`config.mk`:
```
export PLATFORM = sky130hd
export DESIGN_NAME = cshm_alphabet_gen
export DESIGN_NICKNAME = d
export VERILOG_FILES = /design/src/rtl/cshm_alphabet_gen.sv
export SDC_FILE = /design/constraint.sdc
export NUM_CORES = 1
export LEC_CHECK = 0
export BUFFER_PORTS_ARGS = -buffer_cell sky130_fd_sc_hd__buf_4
export CORE_MARGIN = 2
export CORE_UTILIZATION = 35
export CTS_BUF_LIST = sky130_fd_sc_hd__clkbuf_8
export CTS_CLUSTER_SIZE = 20
export DETAILED_ROUTE_END_ITERATION = 12
export PLACE_DENSITY_LB_ADDON = 0.25
export SYNTH_ARGS = -nofsm -noshare
export SYNTH_HDL_FRONTEND = slang
export SYNTH_SLANG_ARGS = --single-unit
```
`constraint.sdc`:
```
create_clock -name clk -period 11.8 [get_ports clk]
set_input_delay 2.36 -clock clk [delete_from_list [all_inputs] [get_ports clk]]
set_output_delay 2.36 -clock clk [all_outputs]
set_load 0.01 [all_outputs]
```
`src/rtl/cshm_alphabet_gen.sv`:
```
// Alphabet generator for the CSHM FIR: builds the odd multiples 1x..15x of a sample
// with one shared adder/subtractor over seven cycles, then publishes them atomically.
module cshm_alphabet_gen #(
    parameter int WIDTH = 16
) (
    input  logic             clk,
    input  logic             reset,
    input  logic [WIDTH-1:0] x_in,
    input  logic             in_valid,
    output logic             in_ready,
    output logic [WIDTH-1:0] x1,
    output logic [WIDTH-1:0] x3,
    output logic [WIDTH-1:0] x5,
    output logic [WIDTH-1:0] x7,
    output logic [WIDTH-1:0] x9,
    output logic [WIDTH-1:0] x11,
    output logic [WIDTH-1:0] x13,
    output logic [WIDTH-1:0] x15,
    output logic             out_valid
);

    typedef enum logic [3:0] {IDLE, S3, S5, S7, S9, S11, S13, S15, DONE} state_t;

    state_t state;

    logic signed [WIDTH-1:0] w1, w3, w5, w7, w9, w11, w13;
    logic signed [WIDTH-1:0] op_a, op_b, sum;
    logic                    op_sub;

    // Modulo-2^WIDTH add/subtract; overflow wraps by design.
    function automatic logic signed [WIDTH-1:0] addsub(
        input logic signed [WIDTH-1:0] a,
        input logic signed [WIDTH-1:0] b,
        input logic                    sub
    );
        return sub ? (a - b) : (a + b);
    endfunction

    // Operand steering for the single shared adder, selected by the current step.
    always_comb begin
        op_a   = w1;
        op_b   = '0;
        op_sub = 1'b0;
        case (state)
            S3:  op_b = w1 <<< 1;
            S5:  op_b = w1 <<< 2;
            S7:  begin op_a = w1 <<< 3; op_b = w1; op_sub = 1'b1; end
            S9:  op_b = w1 <<< 3;
            S11: begin op_a = w9; op_b = w1 <<< 1; end
            S13: begin op_a = w9; op_b = w1 <<< 2; end
            S15: begin op_a = w1 <<< 4; op_b = w1; op_sub = 1'b1; end
            default: ;
        endcase
        sum = addsub(op_a, op_b, op_sub);
    end

    always_ff @(posedge clk or posedge reset) begin
        if (reset) begin
            state     <= IDLE;
            in_ready  <= 1'b1;
            out_valid <= 1'b0;
            w1  <= '0; w3  <= '0; w5  <= '0; w7  <= '0;
            w9  <= '0; w11 <= '0; w13 <= '0;
            x1  <= '0; x3  <= '0; x5  <= '0; x7  <= '0;
            x9  <= '0; x11 <= '0; x13 <= '0; x15 <= '0;
        end else begin
            out_valid <= 1'b0;
            case (state)
                IDLE, DONE: begin
                    if (in_valid) begin
                        w1       <= x_in;
                        state    <= S3;
                        in_ready <= 1'b0;
                    end else begin
                        state    <= IDLE;
                        in_ready <= 1'b1;
                    end
                end
                S3:  begin w3  <= sum; state <= S5;  end
                S5:  begin w5  <= sum; state <= S7;  end
                S7:  begin w7  <= sum; state <= S9;  end
                S9:  begin w9  <= sum; state <= S11; end
                S11: begin w11 <= sum; state <= S13; end
                S13: begin w13 <= sum; state <= S15; end
                S15: begin
                    // Whole bank is refreshed on this one edge so consumers never see a mix.
                    x1  <= w1;  x3  <= w3;  x5  <= w5;  x7  <= w7;
                    x9  <= w9;  x11 <= w11; x13 <= w13; x15 <= sum;
                    state     <= DONE;
                    in_ready  <= 1'b1;
                    out_valid <= 1'b1;
                end
                default: begin
                    state    <= IDLE;
                    in_ready <= 1'b1;
                end
            endcase
        end
    end

endmodule

```
==> summary.md <==
| Metric | Value |
|---|---|
| Max Fanout on Critical Path | `38` |
| Boundary pin count | `149` |
| Avg Cell Area, Syn | `9.25 um^2` |
| PortBufs | `148` |
| Area growth, synth to finish | `20.7%` |
| Hold Crit Depth | `2` |
| Num rows | `64` |
| Worst clock skew | `27.2 ps` |
| Placer Congestion | `0.886` |
| Sequential area share after synthesis | `56.1%` |
| Worst Path Required | `12180 ps` |
| Antenna Cells | `0` |
| Num CTS Buffers | `44` |
| CP startpoint kind | `register` |
| Register bit total from synthesis | `246` |
| Crit path kind | `reg -> reg` |
| Remaining Overflow, GRT | `0` |
| Syn. warnings | `0` |
| TritonCTS clock tree | `built` |
| WP data arrival | `5870 ps` |
| Critical Path, Cell by Cell | `buf_4 -> nor2b_1 -> o21ai_1 -> and3_1 -> a21oi_1 -> ha_1 -> inv_1 -> fa_1 -> a21oi_1 -> a211oi_1 -> o21ai_1 -> a21o_1 -> nand2b_1 -> xnor2_1 -> o21ai_0` |
| Synth Instances | `1186` |
| Post-detailed-route via-to-cell ratio | `4.92` |
| Tightest Pin Transition | `1170 ps` |
| Worst hold margin | `462 ps` |
| Crit path time final | `5490 ps` |
| Max-Cap Viols | `0` |
| Tot GR Track Use | `19.3%` |
| Commonest cells after routing, fill and taps aside | `nand2_1, dfrtp_1, buf_4` |
| Clk root buf | `clkbuf_8` |
| Die W | `181 um` |
| Setup TNS | `0 ps` |
| Via count | `8593` |
| Commonest non-fill, non-tap cell in the layout | `nand2_1` |
| Initial antenna violation count | `0` |
| Final Routed Wirelength | `31.2 mm` |
| Skew-Pair Late Insertion Delay | `570 ps` |
| Asr flop ratio synth | `100%` |
| Unique masters post-synth | `61` |
| Largest net degree at the start of global routing | `120` |
| Initial DRC count | `582` |
| Post-Syn Area | `0.0110 mm^2` |
| Highest clock rate | `182 MHz` |
| Initial Utilization | `35.7%` |
| Die area | `0.0328 mm^2` |
| DRC Markers | `0` |
| Average routed wire per standard cell | `17.9 um` |
| Core Region | `0.0307 mm^2` |
| Period Utilization, post-route | `46.5%` |
| Clock-pin transition on the worst setup and hold timing paths | `60 ps` |
| Slowest CP cell | `xnor2_1` |
| Hold-fix buffers, CTS | `0` |
| Hold Crit Class | `reg -> reg` |
| Crit end category | `register` |
| Nets@finish | `1358` |
| Layout cells sized above 1 | `20.2%` |
| HPWL after detailed placement | `20.5 mm` |
| Final Setup Violations | `0` |
| RSZ-0062 raised after global routing | `false` |
| DRT antenna net count | `0` |
| DR pass1 iterations | `6` |
| Clock Tree Buf Depth | `3` |
| Ys flop type | `dfrtp_1` |
| Reg2reg path depth | `15` |
| H-tree depth | `2` |
| Fin. max-slew vios | `0` |
| Post-cts resize count | `0` |
| Number of flops mapped to enable cells by yosys | `0` |
| Vias in the first global route | `8503` |
| Chip height | `181 um` |
| Final hold violation count | `0` |
| Largest stage delay, worst path | `900 ps` |
| Post-synth net total | `1225` |
| Max-slew headroom | `21.9%` |
| CTS sink cnt | `246` |
| First-pass GRT wire length | `49.6 mm` |
| Outcome | `complete, no violations` |
| Post-CTS Setup Bufs | `0` |
path summary, 6_finish.rpt:
| kind | start | endpoint | slack (ps) |
|---|---|---|---|
| setup reg to reg | state[1]$_DFF_PP0_ | x15[10]$_DFFE_PP0N_ | 6310 |
| min in group asynchronous | reset | w3[2]$_DFFE_PP0P_ | 1920 |
| setup / recovery | state[1]$_DFF_PP0_ | x15[10]$_DFFE_PP0N_ | 6310 |
| hold reg to reg | w13[6]$_DFFE_PP0P_ | x13[6]$_DFFE_PP0N_ | 460 |
| max in group asynchronous | reset | w13[3]$_DFFE_PP0P_ | 8360 |
| hold / removal | w13[6]$_DFFE_PP0P_ | x13[6]$_DFFE_PP0N_ | 460 |
stage by stage:
| stage | utilization [%] | setup slack [ps] | cell area [um^2] | std cells |
|---|---|---|---|---|
| floorplan | - | 2680 | 11000 | 1186 |
| global placement | 40.3 | 6340 | 12400 | 1669 |
| detailed placement | 40.3 | 6350 | 12400 | 1669 |
| CTS | 43.1 | 6320 | 13200 | 1746 |
| global route | 43.1 | 6000 | 13200 | 1746 |
| finish | 43.1 | 6310 | 13200 | 1746 |
cell families after synthesis:
group	Yosys count	share of synthesized area [%]
AO/OA/AOI/OAI	195	10.6
adder cells (fa/ha/maj)	20	2.35
XOR/XNOR	27	2.22
flip-flops	246	56.1
buffers and inverters	82	3.34
multiplexers	40	4.00
AND/OR/NAND/NOR	576	21.4
cell usage after synthesis (3+ instances only):
library cell / number / area (um^2)
nand2_1: 488 / 1830
dfrtp_1: 245 / 6130
o21ai_0: 108 / 541
clkbuf_1: 55 / 206
mux2_2: 25 / 282
nor2_1: 25 / 93.8
a21oi_1: 24 / 120
ha_1: 19 / 238
nand3_1: 18 / 90.1
xnor2_1: 15 / 131
mux2i_1: 12 / 120
o21ai_1: 12 / 60.1
buf_2: 11 / 55.1
nand4_1: 11 / 68.8
xor2_1: 11 / 96.3
nand2b_1: 8 / 50.1
nor2b_1: 7 / 43.8
a211oi_1: 6 / 45.0
inv_1: 6 / 22.5
a221oi_1: 5 / 43.8
buf_6: 5 / 56.3
o21a_1: 5 / 37.5
a21o_1: 4 / 30.0
a22oi_1: 3 / 22.5
a31oi_1: 3 / 18.8
nand3b_1: 3 / 22.5
nor3b_2: 3 / 37.5
o211ai_1: 3 / 22.5
o22ai_1: 3 / 18.8
or3_1: 3 / 18.8
critical path: cells and delay by family, from the launching register on:
family | cells | cell delay (ps)
compound gates | 7 | 1780
xor+xnor | 1 | 900
fa+ha+maj | 2 | 600
buf+inv | 2 | 440
flops | 1 | 310
simple gates | 3 | 1280
layer usage:
metal  global-route usage (%)  vias up  share of wire, %
li1                         -     4178                 -
met1                     27.0     4116                46
met2                     30.7      245                46
met3                     3.14       54               5.1
met4                     6.21        0               2.7
met5                        0        -                 0
area by class of cell:
class | instances | area (um^2)
multi-input cells | 858 | 4470
inverters | 7 | 35.0
well taps | 396 | 495
repair buffers | 162 | 1220
fillers | 3062 | 17500
flip-flops and latches | 246 | 6160
clock buffers | 55 | 757
clock inverters | 22 | 108
Power is left out: the tool's default activity adds up to more than one toggle a clock period on the data nets, which glitch-free logic cannot reach.
